## src/rtl/ins_fetch_if.sv

```systemverilog
// Fetch-unit bus: byte-wide memory request/grant port plus the ins/pc stream to the issue decoder.
interface ins_fetch_if;
  logic        mem_req;
  logic        mem_gnt;
  logic [31:0] mem_a;
  logic [7:0]  mem_din;
  logic        stall;
  logic        jump_flg;
  logic [31:0] jump_pc;
  logic        ins_flg;
  logic [31:0] ins;
  logic [31:0] pc;

  modport master (
    output mem_req, mem_a, ins_flg, ins, pc,
    input  mem_gnt, mem_din, stall, jump_flg, jump_pc
  );

  modport slave (
    input  mem_req, mem_a, ins_flg, ins, pc,
    output mem_gnt, mem_din, stall, jump_flg, jump_pc
  );
endinterface

```

## src/rtl/ins_fetch.sv

```systemverilog
// Instruction fetch: assembles 32-bit words from four little-endian byte reads and holds one for the decoder.
// Optional JAL target prediction on delivery is enabled by defining FETCH_JAL_PREDICT_EN.
module ins_fetch #(
  parameter logic [31:0] RESET_PC = 32'h0
) (
  input logic          clk_in,
  input logic          rst_in,
  input logic          rdy_in,
  ins_fetch_if.master  bus
);

  typedef enum logic [1:0] {IDLE, REQ, READ, HOLD} state_t;

  state_t      state_q;
  logic [31:0] fpc_q;
  logic [31:0] buf_q;
  logic [31:0] pc_q;
  logic [2:0]  cnt_q;
  logic [31:0] fpc_d;
  logic [1:0]  off_d;

  always_comb begin
    fpc_d = pc_q + 32'd4;
`ifdef FETCH_JAL_PREDICT_EN
    if (buf_q[6:0] == 7'b1101111)
      fpc_d = pc_q + {{11{buf_q[31]}}, buf_q[31], buf_q[19:12], buf_q[20], buf_q[30:21], 1'b0};
`endif
  end

  // The last READ cycle re-presents byte 3; only its capture matters.
  assign off_d = cnt_q[2] ? 2'd3 : cnt_q[1:0];

  assign bus.mem_req = rdy_in && ((state_q == REQ) || (state_q == READ));
  assign bus.mem_a   = (state_q == READ) ? fpc_q + {30'd0, off_d} : fpc_q;
  assign bus.ins_flg = rdy_in && (state_q == HOLD) && !bus.stall && !bus.jump_flg;
  assign bus.ins     = buf_q;
  assign bus.pc      = pc_q;

  always_ff @(posedge clk_in or negedge rst_in) begin
    if (!rst_in) begin
      state_q <= IDLE;
      fpc_q   <= RESET_PC;
      cnt_q   <= 3'd0;
      buf_q   <= 32'd0;
      pc_q    <= RESET_PC;
    end else if (!rdy_in) begin
      // A paused read cannot trust the controller to keep its place, so restart the word.
      if (state_q == READ) begin
        state_q <= REQ;
        cnt_q   <= 3'd0;
      end
    end else if (bus.jump_flg) begin
      fpc_q   <= bus.jump_pc;
      cnt_q   <= 3'd0;
      state_q <= REQ;
    end else begin
      case (state_q)
        IDLE: state_q <= REQ;
        REQ: begin
          if (bus.mem_gnt) begin
            cnt_q   <= 3'd1;
            state_q <= READ;
          end
        end
        READ: begin
          case (cnt_q)
            3'd1: begin
              buf_q[7:0] <= bus.mem_din;
              cnt_q      <= 3'd2;
            end
            3'd2: begin
              buf_q[15:8] <= bus.mem_din;
              cnt_q       <= 3'd3;
            end
            3'd3: begin
              buf_q[23:16] <= bus.mem_din;
              cnt_q        <= 3'd4;
            end
            default: begin
              buf_q[31:24] <= bus.mem_din;
              pc_q         <= fpc_q;
              cnt_q        <= 3'd0;
              state_q      <= HOLD;
            end
          endcase
        end
        HOLD: begin
          if (!bus.stall) begin
            fpc_q   <= fpc_d;
            state_q <= REQ;
          end
        end
        default: state_q <= IDLE;
      endcase
    end
  end

endmodule

```

## src/flat_wrapper.sv

```systemverilog
// flat-port wrapper written by rule: the top's interface ports become plain ports
module ins_fetch_flat 
#(
  parameter logic [31:0] RESET_PC = 32'h0
)
  (clk_in, rst_in, rdy_in, bus_mem_req, bus_mem_a, bus_ins_flg, bus_ins, bus_pc, bus_mem_gnt, bus_mem_din, bus_stall, bus_jump_flg, bus_jump_pc);
  ins_fetch_if bus_i ();
  input logic clk_in;
  input logic rst_in;
  input logic rdy_in;
  output wire logic [$bits(bus_i.mem_req)-1:0] bus_mem_req;
  output wire logic [$bits(bus_i.mem_a)-1:0] bus_mem_a;
  output wire logic [$bits(bus_i.ins_flg)-1:0] bus_ins_flg;
  output wire logic [$bits(bus_i.ins)-1:0] bus_ins;
  output wire logic [$bits(bus_i.pc)-1:0] bus_pc;
  input wire logic [$bits(bus_i.mem_gnt)-1:0] bus_mem_gnt;
  input wire logic [$bits(bus_i.mem_din)-1:0] bus_mem_din;
  input wire logic [$bits(bus_i.stall)-1:0] bus_stall;
  input wire logic [$bits(bus_i.jump_flg)-1:0] bus_jump_flg;
  input wire logic [$bits(bus_i.jump_pc)-1:0] bus_jump_pc;
  assign bus_mem_req = bus_i.mem_req;
  assign bus_mem_a = bus_i.mem_a;
  assign bus_ins_flg = bus_i.ins_flg;
  assign bus_ins = bus_i.ins;
  assign bus_pc = bus_i.pc;
  assign bus_i.mem_gnt = bus_mem_gnt;
  assign bus_i.mem_din = bus_mem_din;
  assign bus_i.stall = bus_stall;
  assign bus_i.jump_flg = bus_jump_flg;
  assign bus_i.jump_pc = bus_jump_pc;
  ins_fetch #(.RESET_PC(RESET_PC)) u_core (.clk_in(clk_in), .rst_in(rst_in), .rdy_in(rdy_in), .bus(bus_i));
endmodule
```

## config.mk

```make
export PLATFORM = sky130hd
export DESIGN_NAME = ins_fetch_flat
export DESIGN_NICKNAME = d
export VERILOG_FILES = /design/src/rtl/ins_fetch_if.sv /design/src/rtl/ins_fetch.sv /design/src/flat_wrapper.sv
export SDC_FILE = /design/constraint.sdc
export NUM_CORES = 1
export LEC_CHECK = 0
export CORE_UTILIZATION = 45
export CTS_CLUSTER_DIAMETER = 200
export DETAILED_ROUTE_END_ITERATION = 10
export PLACE_DENSITY = 0.75
export SLEW_MARGIN = 20
export SYNTH_ARGS = -nofsm -noshare
export SYNTH_HDL_FRONTEND = slang
export SYNTH_SLANG_ARGS = --single-unit
```

## constraint.sdc

```tcl
create_clock -name clk_in -period 3.93 [get_ports clk_in]
set_clock_uncertainty 0.05 [all_clocks]
set_input_delay 1.179 -clock clk_in [delete_from_list [all_inputs] [get_ports clk_in]]
set_output_delay 1.179 -clock clk_in [all_outputs]
set_load 0.02 [all_outputs]
```

==> run summary <==
The run finished with clean final reports. For this run, the register share of the synthesized area comes to 0.475. The count of input and output buffers is 143. The share of cells above drive strength 1 came out at 0.204.

Dividing the detail-routed wire length by the instance count gives 18.0 um. The share of the synthesized area in the top cell type is 0.475. The overall die height is 111 um. In this run, placement finished with an instance count of 793. The static power due to leakage came out at 3.26 nW. The data arrival time of the critical path is 2610 ps.

Summed over all nets, the half-perimeter wirelength after detailed placement is 10500 um. The clock tree synthesis step divided the H-tree into 3 levels. Once layout is done, the placed cells without fillers occupy 7380 um^2. The initial antenna violation count is 0.

The clock sink count is 101. The number of enable-type register cells in the synthesized netlist came out at 0. The die covers 12300 um^2.

Synthesis inferred 101 register bits. Using the TritonRoute via totals, the vias-per-cell ratio works out to 5.66. The netlist uses 39 different library cells. Yosys printed 0 warnings.

After layout, the minimum clock period comes to 3840 ps. The overall fraction of global-route tracks in use came out at 0.243. STA classifies the critical path startpoint as a register. The cell count after synthesis is 507. The normalized max-slew margin is 0.377. The top fanout value on the critical path came out at 4. The standard cell area after detailed placement came out at 7030 um^2.

The floorplan has 39 rows. The initial core utilization came out at 0.464. The post-synthesis net count is 560.

The tool flagged a number of max-cap violations equal to 0. The max-slew violation count is 0. Leaving out fill and tap cells, the most frequent cell in the layout is clkdlybuf4s50_1. In this run, post-CTS hold repair placed 0 buffers.

The register clock-pin slew on the reported worst setup and hold paths is 60 ps. The part of the cycle the worst path needs is 0.978. The number of DRC markers in iteration 0 came out at 273. In the routed design, unresolved DRC markers number 0. The final hold slack came out at 457 ps. The insertion delay to the later sink of the worst-skew pair came out at 350 ps. The number of fill cells in the layout is 915. The worst setup path is captured at an output pin. The I/O pin count came out at 144. For this run, the leading register cell type out of synthesis is dfrtp_1.

No sink is reached through more buffers than the 2 on the longest clock path. The final-report hold violation count is 0. The measured slew at the worst slew-check pin came out at 935 ps.

Power spread over the standard cell area amounts to 481 nW/um^2. Summed over all instances, the cell type with the most area after synthesis is dfrtp_1. At the worst endpoint, the required time is 2700 ps. The post-placement worst setup slack is -75.9 ps. The largest vdd supply drop is 0.278 mV. The via count of the first global-routing pass is 4683.

The worst path meets setup with 86.8 ps of slack. Entering global routing, the biggest net connects 56 pins. From left edge to right edge, the die measures 111 um. The detailed router placed 4606 vias in this run. The final routed wirelength across all metal layers is 14600 um. The top cell types in the final layout, fill and taps aside, are 114 x clkdlybuf4s50_1, 101 x dfrtp_1, 67 x mux2_2. The number of detailed-route iterations in the first pass came out at 5. The post-synthesis instance area came out at 5320 um^2. The average size of a mapped cell is 10.5 um^2. The TritonCTS clock tree is yes. The path type of the worst min-delay path is reg -> reg.

The fraction of registers with async set/reset came out at 1.00. The number of antenna-violating nets in the routed design is 0. The number of nets in the finished design is 719.

The type of the worst setup path is reg -> out. The buffer type at the clock tree root is clkbuf_16. The region available for standard cell placement spans 11500 um^2. The TritonCTS buffer count is 9.

The maximum clock rate came out at 260 MHz. The routability congestion estimate from global placement came out at 0.909. Sorting the synthesized cells by area gives the leading types as dfrtp_1 48%, mux2_2 14%, xnor2_1 5.9%. Setup violations remaining at the end of the flow were counted as 0. The count of placed standard cells in the final layout, fillers left out came out at 814.

The layout overhead on the synthesized area came out at 38.7%. The repair_antennas step left the layout with diodes totalling 0. The global-route wire length before repair is 23800 um.

Global routing finished with a remaining overflow of 0.
-- registers in the layout, summed over array words and instances, names as in the netlist --
name            cells
u_core.bus.ins     32
u_core.bus.pc      32
u_core.fpc_q       32
u_core.cnt_q        3
u_core.state_q      2
-- cell usage after synthesis (all sizes together) (3+ instances only) --
| library cell | count |
|---|---|
| o21ai | 28 |
| xor2 | 20 |
| nor2 | 38 |
| ha | 6 |
| nor2b | 4 |
| nand2 | 43 |
| nor4 | 10 |
| o22ai | 12 |
| xnor2 | 36 |
| clkbuf | 23 |
| nand4 | 21 |
| dfrtp | 101 |
| mux2i | 4 |
| mux2 | 67 |
| inv | 10 |
| and3 | 12 |
| or2 | 3 |
| and4 | 3 |
| nor3 | 3 |
| nand3 | 18 |
| a21oi | 26 |
-- cell families (layout without fill, tap and decap cells) --
logic type,after synthesis,in the layout,share of synthesized area
fa+ha+maj,7,7,0.0179
flops,101,101,0.475
xor+xnor,56,56,0.0922
mux,71,71,0.149
simple gates,161,161,0.159
buf+inv,33,197,0.0233
compound gates,78,78,0.0828
-- through the flow --
stage	setup TNS, ps	util	power (mW)
after global routing	-41.3	0.643	3.71
final	0	0.643	3.55
after floorplan	0	-	2.03
after global placement	-61.6	0.613	2.59
after CTS	0	0.641	3.57
after detailed placement	-162	0.613	2.63
-- metal layers --
| metal | GRT usage | vias to the layer above | share of wire |
|---|---|---|---|
| met5 | 0 | - | 0 |
| met4 | 0.0924 | 0 | 0.019 |
| met3 | 0.0607 | 24 | 0.077 |
| met2 | 0.400 | 182 | 0.48 |
| met1 | 0.308 | 2279 | 0.42 |
| li1 | - | 2121 | - |
-- worst max-delay path, stage by stage (launching register included) --
cell             delay (ps)
dfrtp_1                 390
or2_2                   300
ha_1                    220
fa_1                    420
inv_1                   140
nor4_4                   70
buf_4                   160
nand4_1                 100
xnor2_1                 140
clkdlybuf4s15_1         330
-- final timing paths --
path	from	endpoint	slack, ps	depth (start not counted)
min reg2reg	u_core.bus.ins[29]$_DFFE_PN0P_	u_core.bus.ins[29]$_DFFE_PN0P_	460	1
min in group asynchronous	rst_in	u_core.bus.pc[11]$_DFFE_PN0P_	840	1
max in group asynchronous	rst_in	u_core.bus.ins[4]$_DFFE_PN0P_	2280	2
min	u_core.bus.ins[29]$_DFFE_PN0P_	u_core.bus.ins[29]$_DFFE_PN0P_	460	1
max reg2reg	u_core.state_q[0]$_DFFE_PN0P_	u_core.fpc_q[17]$_DFFE_PN0P_	1580	6
max	u_core.cnt_q[2]$_DFFE_PN0P_	bus_mem_a[30]	90	9
-- power by group --
part | switching [mW] | internal [mW] | leakage, nW
registers | 0.241 | 1.23 | 1.33
clock network | 0.391 | 0.577 | 0.152
logic | 0.546 | 0.566 | 1.78
total | 1.18 | 2.37 | 3.26
-- area by class of cell --
| class | instances | area [um^2] | area share |
|---|---|---|---|
| clock buffers | 11 | 243 | 0.0329 |
| flip-flops and latches | 101 | 2530 | 0.343 |
| well taps | 143 | 179 | 0.0243 |
| clock inverters | 5 | 83.8 | 0.0114 |
| repair buffers | 171 | 1600 | 0.216 |
| multi-input cells | 373 | 2710 | 0.368 |
| inverters | 10 | 37.5 | 0.00509 |
-- repair_timing --
item	4_1_cts	5_1_grt
buffers inserted	2	3
gates resized for setup	32	24
endpoints found under the setup margin	28	21
pin swaps	0	1
No activity file was read; power rests on OpenSTA's default activity.
